==> src/rtl/instr_sequencer.sv <==
// Vector instruction sequencer: fetches 16-bit words from a synchronous imem and
// issues one control-unit op per vector element; stall freezes every register.
module instr_sequencer (
  input  logic        clk,
  input  logic        rst_n,
  input  logic        start,
  input  logic        stall,
  output logic [7:0]  imem_addr,
  input  logic [15:0] imem_rdata,
  output logic [2:0]  op_code,
  output logic        issue_valid,
  output logic [4:0]  elem_idx,
  output logic [7:0]  elem_addr,
  output logic        busy,
  output logic        done
);

  localparam logic [2:0] S_IDLE  = 3'd0;
  localparam logic [2:0] S_FETCH = 3'd1;
  localparam logic [2:0] S_LOAD  = 3'd2;
  localparam logic [2:0] S_ISSUE = 3'd3;
  localparam logic [2:0] S_DONE  = 3'd4;

  localparam logic [2:0] OP_NOP  = 3'b010;
  localparam logic [2:0] OP_HALT = 3'b011;

  logic [2:0]  state;
  logic [7:0]  pc;
  logic [15:0] ir;
  logic [4:0]  idx;
  logic [2:0]  ld_op;

  // In LOAD the memory word for the current PC is on imem_rdata, so decode it directly.
  assign ld_op = imem_rdata[15:13];

  always_ff @(posedge clk or negedge rst_n) begin
    if (!rst_n) begin
      state <= S_IDLE;
      pc    <= 8'd0;
      ir    <= 16'd0;
      idx   <= 5'd0;
    end else if (!stall) begin
      case (state)
        S_IDLE: begin
          if (start) begin
            pc    <= 8'd0;
            state <= S_FETCH;
          end
        end
        S_FETCH: state <= S_LOAD;
        S_LOAD: begin
          ir  <= imem_rdata;
          idx <= 5'd0;
          if (ld_op == OP_NOP) begin
            pc    <= pc + 8'd1;
            state <= S_FETCH;
          end else if (ld_op == OP_HALT) begin
            state <= S_DONE;
          end else begin
            state <= S_ISSUE;
          end
        end
        S_ISSUE: begin
          if (idx == ir[12:8]) begin
            idx   <= 5'd0;
            pc    <= pc + 8'd1;
            state <= S_FETCH;
          end else begin
            idx <= idx + 5'd1;
          end
        end
        S_DONE:  state <= S_IDLE;
        default: state <= S_IDLE;
      endcase
    end
  end

  assign imem_addr   = pc;
  assign issue_valid = (state == S_ISSUE);
  // Outside ISSUE the control unit sees NOP so it never asserts a write enable.
  assign op_code     = issue_valid ? ir[15:13] : OP_NOP;
  assign elem_idx    = idx;
  assign elem_addr   = ir[7:0] + {3'b000, idx};
  assign busy        = (state != S_IDLE);
  assign done        = (state == S_DONE);

endmodule
==> config.mk <==
export PLATFORM = sky130hd
export DESIGN_NAME = instr_sequencer
export DESIGN_NICKNAME = d
export VERILOG_FILES = /design/src/rtl/instr_sequencer.sv
export SDC_FILE = /design/constraint.sdc
export NUM_CORES = 1
export LEC_CHECK = 0
export CAP_MARGIN = 40
export CORE_AREA = 2 2 64 66
export CTS_BUF_LIST = sky130_fd_sc_hd__clkbuf_4
export DETAILED_ROUTE_END_ITERATION = 8
export DIE_AREA = 0 0 66 68
export GPL_TIMING_DRIVEN = 0
export PLACE_DENSITY = 0.9
export SYNTH_ARGS = -nofsm -noshare
export SYNTH_HDL_FRONTEND = slang
export SYNTH_SLANG_ARGS = --single-unit
==> constraint.sdc <==
create_clock -name clk -period 2.93 [get_ports clk]
set_input_delay 0.879 -clock clk [delete_from_list [all_inputs] [get_ports clk]]
set_output_delay 0.879 -clock clk [all_outputs]
set_load 0.02 [all_outputs]
==> results.txt <==
----------------------------------------------------
[Detailed routing]
  Number of violations reported at the end of detailed-routing iteration 0 ... 51
  Vias per std cell ... 5.49
  Detailed Route WL ... 4.41 mm
  Wire length per cell ... 14.7 µm
  Number of nets with antenna violations after detailed routing ... 0
  Residual DRC count ... 0
  Iteration count of the initial detailed-routing pass ... 4
  Detailed-route via count ... 1647

[STA]
  Highest attainable clock frequency ... 341 MHz
  Final hold violation count ... 0
  Final Max Slew Viols ... 0
  Least-Margin Pin Slew ... 699 ps
  Fin crit share ... 100%
  Setup repair after global routing missed its margin ... true
  Setup clock skew after layout ... 9.52 ps
  Final worst-path setup slack ... -0.891 ps
  Min Tclk post-route ... 2930 ps
  Setup violators final ... 1
  Worst slew margin ... 53.4%

[Critical path]
  Top fanout value on the critical path ... 2
  Setup slack, reg-to-reg ... 700 ps
  Crit path top cell by count ... o21ai_2
  Cells along the critical path ... ha_4 -> inv_2 -> fa_2 -> nor2b_2 -> o21ai_2 -> a21boi_2 -> o21ai_2 -> xnor2_2 -> buf_4
  CP endpoint kind ... primary output
  Sort of element at the start of the critical path ... register
  Critical R2R Launch ... elem_idx[0]$_DFFE_PN0P_
  Crit Path Class ... register to primary output
  Master of the slowest instance on the critical path ... dfrtp_2
  Destination of the worst register-to-register timing path ... imem_addr[4]$_DFFE_PN0P_
  Count of cells along the worst register-to-register path ... 6
  Required time reported for the critical path endpoint ... 2050 ps
  CP top delay family ... adder cells
  CP arrival ... 2050 ps
  Worst path bufs/invs ... 2
  Critical path's largest stage delay ... 400 ps

[Synthesis]
  Average footprint of a synthesized cell ... 9.88 µm²
  Cells after synthesis ... 189
  Nets in the synthesized netlist ... 217
  Post-synth EDFFs ... 0
  Post-synth design cell area ... 1870 µm²
  Fraction of the yosys area taken by sequential cells ... 42.9%
  Synth warnings ... 0
  Post-synthesis sequential element count ... 32
  Most instantiated flip-flop cell in the synthesis netlist ... dfrtp_1
  Ys async rst share ... 100%
  Count of different cell masters after synthesis ... 48

[Clocking]
  Clock tree from TritonCTS ... yes
  CTS Hold Buffers Added ... 0
  Clock sink count ... 32
  Number of clock buffers inserted by TritonCTS ... 5
  Number of H-tree levels ... 2
  Maximum count of clock buffers along a single path ... 2
  Worst skew pair latency ... 330 ps
  Clock-pin transition on the worst setup and hold timing paths ... 100 ps
  Root buf cell ... clkbuf_4

[Min path]
  Destination of the worst hold path ... ir[14]$_DFFE_PN0P_
  Startpoint of the lowest-slack hold path ... ir[14]$_DFFE_PN0P_
  Worst hold path stage count ... 1
  Worst min-delay path category ... register to register

[Layout]
  Leading cell type in the layout, fill and taps excluded ... clkdlybuf4s50_1
  Top library cells by usage in the layout, fill and taps aside ... clkdlybuf4s50_1 (34), dfrtp_1 (28), nand2_1 (21)
  Layout Area Growth over Synthesis ... 37.9%
  FF/Latch Area ... 806 µm²
  Total of fill cells in the finished design ... 296
  Final-stage net count ... 277
  Core occupancy in the finished layout ... 66.8%
  Multi-input gate area in the final layout ... 1050 µm²
  Layout cell share with drive strength beyond 1 ... 24.0%
  Antenna cells ... 0

[GRT]
  Largest net degree at the start of global routing ... 33
  Via count of the first global-routing pass ... 1499
  Overall global routing resource usage ... 20.4%
  Number of antenna violations at the first check in global routing ... 0
  Grt ovf ... 0
  Wire length of the first global-routing pass ... 6.83 mm

[Power]
  Worst IR Drop VDD ... 0.664 mV
  Power Density ... 1160 nW/µm²
  Power Total ... 2980 µW
  Leakage dissipation ... 0.00115 µW

[Placed design]
  Port-buffer cells ... 46
  Placed wire-length estimate ... 3.19 mm
  Final weighted congestion in routability-driven placement ... 0.744

[Floorplanning]
  Full die area ... 4490 µm²
  Placement Rows ... 23
  DIE WIDTH ... 66 µm
  # IOs ... 47
  Die height ... 68 µm
  Core region area ... 3860 µm²
  Starting utilization of the core area ... 48.4%

[Run status]
  Result of the run ... finished with violations
  Violated checks ... negative setup slack

[Flow run]
  Max-cap violation count ... 0

----------------------------------------------------
[area by class of cell]
cell class,count,share of cell area (%)
sequential,32,31.3
multi-input combinational,140,40.8
timing repair buffer,53,19.4
inverter,9,1.31
tap,50,2.43
buffer,8,1.65
clock inverter,2,1.36
clock buffer,6,1.75
[per-layer routing]
metal / part of all wire (%) / track usage [%]
met1: 43 / 25.2
met2: 50 / 34.6
met3: 4.6 / 6.25
met4: 1.8 / 6.38
met5: 0 / 0
[cell usage after synthesis, types with 2 or more instances]
| master | instances | area (µm²) |
|---|---|---|
| dfrtp_1 | 32 | 801 |
| nand2_1 | 21 | 78.8 |
| mux2_2 | 14 | 158 |
| nand3_1 | 12 | 60.1 |
| o21ai_0 | 11 | 55.1 |
| inv_1 | 9 | 33.8 |
| ha_1 | 7 | 87.6 |
| nor2_1 | 7 | 26.3 |
| a21oi_1 | 5 | 25.0 |
| or3_1 | 5 | 31.3 |
| xor2_1 | 5 | 43.8 |
| clkbuf_1 | 4 | 15.0 |
| xnor2_1 | 4 | 35.0 |
| a21o_1 | 3 | 22.5 |
| nand2b_1 | 3 | 18.8 |
| nor2b_1 | 3 | 18.8 |
| nor3_1 | 3 | 15.0 |
| nor3b_1 | 3 | 22.5 |
| or4b_1 | 3 | 30.0 |
| a211o_1 | 2 | 17.5 |
| and2_1 | 2 | 12.5 |
| buf_2 | 2 | 10.0 |
| buf_4 | 2 | 15.0 |
| nor4_1 | 2 | 12.5 |
| o41ai_1 | 2 | 17.5 |
[cells by family after synthesis]
group	count (synthesis)	synth area share (%)
AOI/OAI and AO/OA	33	11.8
muxes	14	8.44
DFF	32	42.9
adders and majority gates	8	5.76
buffers and inverters	17	3.95
and+or+nand+nor	76	23.0
xor gates and xnor gates	9	4.22
[through the flow]
step                      hold slack (ps)  setup TNS (ps)  setup slack [ps]  instances  instance area [µm²]
after floorplan                       471               0              58.6        189                 1880
after global placement                480           -1140              -481        285                 2400
after detailed placement              487           -1480              -559        285                 2390
after CTS                             511           -8.10             -8.10        295                 2490
after global routing                  531            -154              -127        300                 2580
final                                 507          -0.891            -0.891        300                 2580
[flip-flops by register name, indices dropped and copies added, names as in the netlist]
name	cells
ir	16
state	3
elem_idx	5
imem_addr	8
[where the power goes]
group          total, µW  switching, µW  internal [µW]
clock                339            151            188
combinational       1790            954            833
sequential           851            206            645
total               2980           1310           1670
[how the worst max path moves through the flow]
| stage | to | slack [ps] | startpoint | depth (start not counted) |
|---|---|---|---|---|
| after CTS | elem_addr[6] | -8 | elem_idx[0]$_DFFE_PN0P_ | 9 |
| after global placement | elem_addr[6] | -480 | elem_idx[0]$_DFFE_PN0P_ | 9 |
| final | elem_addr[6] | -0.9 | elem_idx[0]$_DFFE_PN0P_ | 9 |
| after detailed placement | elem_addr[6] | -560 | elem_idx[0]$_DFFE_PN0P_ | 9 |
| after global routing | elem_addr[6] | -130 | elem_idx[0]$_DFFE_PN0P_ | 9 |
| after floorplan | elem_addr[6] | 60 | elem_idx[0]$_DFFE_PN0P_ | 8 |
[repair_timing]
item	CTS	global route
cloned	0	0
pin swaps	2	6
gates resized for setup	40	12
setup buffers	2	5
setup endpoints to repair	9	5
Power figures use the tool's default switching activity.
